`src/rtl/bus_arbiter4_pkg.sv`:
```
// Shared types and helpers for the four-way round-robin bus arbiter.
// Holds FSM encoding, requester count and the rotating priority search.
package bus_arbiter4_pkg;

  localparam int NREQ = 4;

  typedef enum logic [1:0] {
    IDLE = 2'd0,
    BUSY = 2'd1,
    RESP = 2'd2
  } state_t;

  // Scan from last+4 down to last+1 so the nearest requester after last wins.
  function automatic logic [1:0] rr_pick(
    input logic [NREQ-1:0] req,
    input logic [1:0]      last
  );
    logic [1:0] idx;
    rr_pick = last;
    for (int k = NREQ; k >= 1; k--) begin
      idx = last + 2'(k);
      if (req[idx]) rr_pick = idx;
    end
  endfunction

endpackage

```
`src/rtl/bus_arbiter4_if.sv`:
```
// Requester/slave bundle of the arbiter.
// master is the arbiter's view, slave is the surrounding system's view.
interface bus_arbiter4_if #(
  parameter int WIDTH = 32
);
  import bus_arbiter4_pkg::*;

  logic [NREQ-1:0]       req;
  logic [NREQ*WIDTH-1:0] req_data;
  logic                  slv_valid;
  logic [WIDTH-1:0]      slv_data;
  logic                  slv_done;
  logic [WIDTH-1:0]      slv_rdata;
  logic [NREQ-1:0]       gnt;
  logic [1:0]            sel;
  logic                  busy;
  logic [NREQ-1:0]       rsp_valid;
  logic [NREQ*WIDTH-1:0] rsp_data;
  logic                  rsp_err;

  modport master (
    input  req, req_data, slv_done, slv_rdata,
    output slv_valid, slv_data, gnt, sel,
    output busy, rsp_valid, rsp_data, rsp_err
  );

  modport slave (
    output req, req_data, slv_done, slv_rdata,
    input  slv_valid, slv_data, gnt, sel,
    input  busy, rsp_valid, rsp_data, rsp_err
  );

endinterface

```
`src/rtl/decode2to4.sv`:
```
// 2-to-4 data demultiplexer: Data appears on output S, others are zero.
// Used to steer a single response word to one requester lane.
module decode2to4 #(
  parameter int WIDTH = 32
) (
  input  logic [WIDTH-1:0] Data,
  input  logic [1:0]       S,
  output logic [WIDTH-1:0] Y0,
  output logic [WIDTH-1:0] Y1,
  output logic [WIDTH-1:0] Y2,
  output logic [WIDTH-1:0] Y3
);

  assign Y0 = (S == 2'd0) ? Data : '0;
  assign Y1 = (S == 2'd1) ? Data : '0;
  assign Y2 = (S == 2'd2) ? Data : '0;
  assign Y3 = (S == 2'd3) ? Data : '0;

endmodule

```
`src/rtl/bus_arbiter4.sv`:
```
// Round-robin arbiter sharing one single-outstanding slave among four
// requesters; grant held until slv_done or timeout, response demuxed back.
module bus_arbiter4
  import bus_arbiter4_pkg::*;
#(
  parameter int WIDTH   = 32,
  parameter int TIMEOUT = 16
) (
  input  logic           clk,
  input  logic           reset,
  bus_arbiter4_if.master bus
);

  localparam int CW = (TIMEOUT > 0) ? $clog2(TIMEOUT + 1) : 1;
  localparam logic [CW-1:0] CNT_LAST =
    CW'((TIMEOUT > 0) ? TIMEOUT - 1 : 0);
  localparam logic [CW-1:0] CNT_MAX = '1;

  state_t            state;
  logic [1:0]        sel_q;
  logic [1:0]        last;
  logic [NREQ-1:0]   gnt_q;
  logic [NREQ-1:0]   rsp_valid_q;
  logic              slv_valid_q;
  logic              rsp_err_q;
  logic [CW-1:0]     cnt;
  logic [WIDTH-1:0]  rdata_q;
  logic [1:0]        pick;
  logic              timed_out;
  logic [WIDTH-1:0]  rsp_word;
  logic [WIDTH-1:0]  y0, y1, y2, y3;

  assign pick      = rr_pick(bus.req, last);
  assign timed_out = (TIMEOUT != 0) && (cnt == CNT_LAST);

  always_ff @(posedge clk or posedge reset) begin
    if (reset) begin
      state       <= IDLE;
      sel_q       <= 2'd0;
      last        <= 2'd3;
      gnt_q       <= '0;
      rsp_valid_q <= '0;
      slv_valid_q <= 1'b0;
      rsp_err_q   <= 1'b0;
      cnt         <= '0;
      rdata_q     <= '0;
    end else begin
      unique case (state)
        IDLE: begin
          rsp_valid_q <= '0;
          rsp_err_q   <= 1'b0;
          if (|bus.req) begin
            sel_q       <= pick;
            gnt_q       <= NREQ'(1) << pick;
            last        <= pick;
            cnt         <= '0;
            slv_valid_q <= 1'b1;
            state       <= BUSY;
          end
        end
        BUSY: begin
          if (bus.slv_done) begin
            rdata_q     <= bus.slv_rdata;
            rsp_err_q   <= 1'b0;
            rsp_valid_q <= gnt_q;
            gnt_q       <= '0;
            slv_valid_q <= 1'b0;
            state       <= RESP;
          end else if (timed_out) begin
            rdata_q     <= '0;
            rsp_err_q   <= 1'b1;
            rsp_valid_q <= gnt_q;
            gnt_q       <= '0;
            slv_valid_q <= 1'b0;
            state       <= RESP;
          end else if (cnt != CNT_MAX) begin
            cnt <= cnt + 1'b1;
          end
        end
        RESP: begin
          rsp_valid_q <= '0;
          rsp_err_q   <= 1'b0;
          state       <= IDLE;
        end
        default: state <= IDLE;
      endcase
    end
  end

  // Stale capture must never leak outside the single RESP cycle.
  assign rsp_word = (state == RESP) ? rdata_q : '0;

  decode2to4 #(.WIDTH(WIDTH)) u_rsp_demux (
    .Data (rsp_word),
    .S    (sel_q),
    .Y0   (y0),
    .Y1   (y1),
    .Y2   (y2),
    .Y3   (y3)
  );

  assign bus.rsp_data  = {y3, y2, y1, y0};
  assign bus.slv_data  = slv_valid_q
                       ? bus.req_data[sel_q*WIDTH +: WIDTH]
                       : '0;
  assign bus.slv_valid = slv_valid_q;
  assign bus.gnt       = gnt_q;
  assign bus.sel       = sel_q;
  assign bus.busy      = (state != IDLE);
  assign bus.rsp_valid = rsp_valid_q;
  assign bus.rsp_err   = rsp_err_q;

endmodule

```
`src/flat_wrapper.sv`:
```
// flat-port wrapper written by rule: the top's interface ports become plain ports
module bus_arbiter4_flat import bus_arbiter4_pkg::*;
#(
  parameter int WIDTH   = 32,
  parameter int TIMEOUT = 16
)
  (clk, reset, bus_req, bus_req_data, bus_slv_done, bus_slv_rdata, bus_slv_valid, bus_slv_data, bus_gnt, bus_sel, bus_busy, bus_rsp_valid, bus_rsp_data, bus_rsp_err);
  bus_arbiter4_if #(.WIDTH(WIDTH)) bus_i ();
  input  logic clk;
  input  logic reset;
  input wire logic [$bits(bus_i.req)-1:0] bus_req;
  input wire logic [$bits(bus_i.req_data)-1:0] bus_req_data;
  input wire logic [$bits(bus_i.slv_done)-1:0] bus_slv_done;
  input wire logic [$bits(bus_i.slv_rdata)-1:0] bus_slv_rdata;
  output wire logic [$bits(bus_i.slv_valid)-1:0] bus_slv_valid;
  output wire logic [$bits(bus_i.slv_data)-1:0] bus_slv_data;
  output wire logic [$bits(bus_i.gnt)-1:0] bus_gnt;
  output wire logic [$bits(bus_i.sel)-1:0] bus_sel;
  output wire logic [$bits(bus_i.busy)-1:0] bus_busy;
  output wire logic [$bits(bus_i.rsp_valid)-1:0] bus_rsp_valid;
  output wire logic [$bits(bus_i.rsp_data)-1:0] bus_rsp_data;
  output wire logic [$bits(bus_i.rsp_err)-1:0] bus_rsp_err;
  assign bus_i.req = bus_req;
  assign bus_i.req_data = bus_req_data;
  assign bus_i.slv_done = bus_slv_done;
  assign bus_i.slv_rdata = bus_slv_rdata;
  assign bus_slv_valid = bus_i.slv_valid;
  assign bus_slv_data = bus_i.slv_data;
  assign bus_gnt = bus_i.gnt;
  assign bus_sel = bus_i.sel;
  assign bus_busy = bus_i.busy;
  assign bus_rsp_valid = bus_i.rsp_valid;
  assign bus_rsp_data = bus_i.rsp_data;
  assign bus_rsp_err = bus_i.rsp_err;
  bus_arbiter4 #(.WIDTH(WIDTH), .TIMEOUT(TIMEOUT)) u_core (.clk(clk), .reset(reset), .bus(bus_i));
endmodule
```
`config.mk`:
```
export PLATFORM = sky130hd
export DESIGN_NAME = bus_arbiter4_flat
export DESIGN_NICKNAME = d
export VERILOG_FILES = /design/src/rtl/bus_arbiter4_pkg.sv /design/src/rtl/bus_arbiter4_if.sv /design/src/rtl/decode2to4.sv /design/src/rtl/bus_arbiter4.sv /design/src/flat_wrapper.sv
export SDC_FILE = /design/constraint.sdc
export NUM_CORES = 1
export LEC_CHECK = 0
export CAP_MARGIN = 10
export CORE_AREA = 2 2 133 135
export CTS_CLUSTER_SIZE = 14
export DETAILED_ROUTE_END_ITERATION = 6
export DIE_AREA = 0 0 135 137
export PLACE_DENSITY = 0.72
export SLEW_MARGIN = 20
export SYNTH_ARGS = -nofsm -noshare
export SYNTH_HDL_FRONTEND = slang
export SYNTH_SLANG_ARGS = --single-unit
```
`constraint.sdc`:
```
create_clock -name clk -period 2 [get_ports clk]
set_clock_uncertainty 0.2 [all_clocks]
set_input_delay 0.6 -clock clk [delete_from_list [all_inputs] [get_ports clk]]
set_output_delay 0.6 -clock clk [all_outputs]
set_load 0.01 [all_outputs]
```
==> impl_summary.txt <==
----------------------------------------------------
[Outcome]
  Run status ... finished with violations
  Failing checks ... setup timing

[Clock tree]
  Cell chosen for the clock root ... sky130_fd_sc_hd__clkbuf_16
  Depth of the CTS H-tree ... 2
  Number of buffers added by the clock tree synthesis step ... 5
  Cts-stage hold buffer count ... 0
  Number of clock sinks seen by CTS ... 53
  CTS tree ... done
  Clock buffer depth ... 2
  Reg clk slew, reported paths ... 0.07 ns
  Clock latency reported for the late side of the worst-skew pair ... around 0.29 ns

[Finish]
  Filler-free cell count of the finished design ... roughly 1100
  Share of the core filled with cells in the final layout ... a little over three fifths
  Commonest cells after routing, fill and taps aside ... sky130_fd_sc_hd__buf_6, sky130_fd_sc_hd__clkdlybuf4s50_1, sky130_fd_sc_hd__nor2_4, sky130_fd_sc_hd__and2_4, sky130_fd_sc_hd__dfrtp_1
  Nets ... approximately 1000
  Most frequent standard cell in the layout excluding fill and tap cells ... sky130_fd_sc_hd__buf_6
  Layout area overhead ... 169%
  Fraction of final layout cells sized beyond drive strength 1 ... between 60% and 70%

[Floorplanning]
  Die area ... roughly 0.018 mm^2
  Die width ... around 140 um
  Boundary pin count ... 340
  Number of core rows ... 48
  Die extent in y ... approximately 140 um
  Initial core utilization ... a little under a quarter
  Core region area ... 0.0171 mm^2

[Yosys]
  Number of storage elements in the synthesis netlist ... 53
  Average footprint of a synthesized cell ... a little over 9 um^2
  Largest area contributor in the synthesized netlist ... sky130_fd_sc_hd__dfrtp_1
  Summed instance area of the synthesized netlist ... approximately 0.0040 mm^2
  Gate count of the mapped netlist ... roughly 430
  Share of synthesized registers carrying an async set or reset ... 100%
  Synth top area share ... between 30 and 40%
  Unique masters post-synth ... 42
  Synth area leaders ... sky130_fd_sc_hd__dfrtp_1, sky130_fd_sc_hd__mux4_2, sky130_fd_sc_hd__nor2_1, sky130_fd_sc_hd__and2_1, sky130_fd_sc_hd__a22o_1
  Sequential element share of the synthesized area ... 33.3%
  Count of flip-flops with a built-in enable after synthesis ... 0
  Total of warnings raised by yosys ... 0
  Most frequently used flop master after synthesis ... sky130_fd_sc_hd__dfrtp_1
  Post-synthesis net count ... roughly 600

[Placed design]
  Placer Congestion ... 0.846
  Detailed Place HPWL ... ~15000 um
  Count of placed standard cells including taps ... about 1000
  Quantity of I/O buffers inserted on ports ... ~340

[Setup path]
  Critical path arrival ... roughly 1.9 ns
  Dominant delay contributor by cell family on the critical path ... multiplexers
  Critical Path Slowest Stage Cell ... sky130_fd_sc_hd__mux4_2
  Category of the worst setup path launch point ... flip-flop
  Ordered list of cells on the worst path ... buf_12 > buf_12 > buf_12 > mux4_2 > and2_4 > buf_6
  Worst path bufs/invs ... 4
  Cell repeated most along the worst path ... sky130_fd_sc_hd__buf_12
  Delay of the slowest critical-path stage ... between 0.4 and 0.5 ns
  Crit path capture type ... primary output
  Kind of critical path ... flip-flop to primary output
  Maximum net fanout on the critical path ... 6
  Worst EP required ... around 1.2 ns

[Route]
  DRT Pass-1 Iters ... 4
  Antenna violation net count after detailed routing ... 0
  Via/cell ratio ... 4.73
  Total routed wirelength ... between 20000 and 25000 um
  Initial DRC Count ... approximately 190
  Vias after detailed routing ... between 5000 and 6000
  Drc violations ... 0
  Routed wire length per instance ... around 21 um

[Flow run]
  Max_cap viols ... 0

[Power]
  Internal power component ... about 7400 uW
  Leak Pwr ... approximately 0.0046 uW
  Fraction of power spent switching nets ... between 40% and 50%
  Sw power ... 5110 uW
  Sequential Power Share ... a little under a fifth
  Fraction of power consumed by combinational cells ... around 75%
  Power density over the cells ... approximately 1200 mW/mm^2
  Peak supply drop ... slightly below 0.7 mV
  Clock power share ... under 10%

[Global route]
  Total routing resource utilization after global routing ... between 20% and 30%
  Antenna violations before repair ... 1
  Largest net degree at the start of global routing ... 32
  Vias in the first global route ... slightly above 5000
  First-pass GRT wire length ... 30400 um
  Global-route congestion overflow total ... 0

[Timing]
  Final critical-path setup slack ... -0.652 ns
  Slew HR ... between 70 and 80%
  Final Critical Period ... approximately 2.7 ns
  Transition at the pin with the smallest max-transition slack ... between 0.3 and 0.4 ns
  Period Utilization, post-route ... 133%
  Setup repair after global routing missed its margin ... true
  Timing-limited maximum frequency ... between 0.3 and 0.4 GHz
  Hold Fails Final Rpt ... 0
  Pins Over Slew Limit ... 0
  Final number of setup-violating endpoints ... between 150 and 200

[Min path]
  Path class of the lowest-slack min-delay path ... flip-flop to flip-flop

----------------------------------------------------
## synthesized netlist by cell type (all sizes together), types with 4 or more instances
| library cell | n |
|---|---|
| mux2i | 4 |
| nor2 | 110 |
| nand2b | 4 |
| nand2 | 39 |
| dfrtp | 51 |
| mux4 | 32 |
| o21ai | 8 |
| a22o | 32 |
| buf | 25 |
| a21oi | 5 |
| a32o | 4 |
| clkbuf | 10 |
| inv | 7 |
| and2 | 65 |
## repair_timing
item | 4_1_cts | 5_1_grt
pin swaps | 76 | 34
buffers inserted | 35 | 24
resized for setup | 806 | 251
endpoints found under the setup margin | 183 | 178
gates cloned | 9 | 7
## worst register-to-register path: stages (launching register included)
cell and delay [ns]:
sky130_fd_sc_hd__dfrtp_1 0.39, sky130_fd_sc_hd__ha_2 0.20, sky130_fd_sc_hd__and3_4 0.20, sky130_fd_sc_hd__ha_4 0.17, sky130_fd_sc_hd__or4b_4 0.50, sky130_fd_sc_hd__o21ai_1 0.08
sky130_fd_sc_hd__nand2_1 0.06, sky130_fd_sc_hd__o31ai_1 0.06
## final timing paths
kind | cells past startpoint | endpoint | start | slack [ns]
min in group asynchronous | 3 | u_core.rdata_q[14] | reset | 0.48
setup / recovery | 6 | bus_slv_data[3] | u_core.bus.sel[0] | -0.65
max in group asynchronous | 3 | u_core.last[0] | reset | 0.76
hold / removal | 2 | u_core.bus.rsp_valid[3] | u_core.bus.rsp_valid[3] | 0.33
hold reg to reg | 2 | u_core.bus.rsp_valid[3] | u_core.bus.rsp_valid[3] | 0.33
setup reg to reg | 7 | u_core.cnt[1] | u_core.cnt[0] | 0.05
## power groups by stage
stage | Sequential [uW] | Combinational, uW | Clock, uW
after floorplan | 1840 | 3880 | 0
final | 2270 | 9340 | 869
after global routing | 2320 | 9840 | 941
after CTS | 2170 | 8510 | 899
after global placement | 1880 | 6720 | 0
after detailed placement | 1890 | 6760 | 0
## sequential cells by signal, summed over array words and instances, names as in the netlist
name                  cells
u_core.rdata_q           32
u_core.state              2
u_core.bus.rsp_err        1
u_core.bus.sel            2
u_core.bus.rsp_valid      4
u_core.bus.slv_valid      1
u_core.last               2
u_core.bus.gnt            4
u_core.cnt                5
## layout make-up
class | instances | area, um^2
diodes | 1 | 2.50
clock buffers | 6 | 129
clock inverters | 2 | 15.0
fillers | 1293 | 6330
inverters | 7 | 30.0
multi-input cells | 332 | 3700
flip-flops and latches | 53 | 1330
well taps | 225 | 282
repair buffers | 465 | 5240
## routing by layer
| metal | vias to the layer above | track usage (%) | wire (um) | part of all wire [%] |
|---|---|---|---|---|
| li1 | 2372 | - | - | - |
| met2 | 197 | 37.3 | 11700 | 52 |
| met3 | 41 | 5.52 | 1280 | 5.7 |
| met4 | 0 | 4.86 | 544 | 2.4 |
| met1 | 2552 | 27.5 | 9120 | 40 |
| met5 | - | 0 | 0 | 0 |
## per-stage QoR
step,power (uW),area (um^2),worst slack (ns),setup TNS [ns],hold WS [ns]
floorplan,5720,4620,-0.176,-7.63,0.279
global placement,8610,8650,-1.06,-91.97,0.300
detailed placement,8660,8650,-1.08,-93.67,0.305
CTS,11600,9770,-0.676,-79.13,0.333
global route,13100,10700,-0.708,-90.53,0.370
finish,12500,10700,-0.652,-78.43,0.329
## cell families (layout without fill, tap and decap cells)
logic type	count (synthesis)	in the layout	synth area share (%)
flops	53	53	33.3
buf+inv	42	480	6.28
mux	36	36	19.5
fa+ha+maj	3	3	0.942
simple gates	231	231	27.3
other cells	0	1	0
compound gates	60	60	12.2
xor+xnor	2	2	0.440
(Power assumes the default switching activity.)
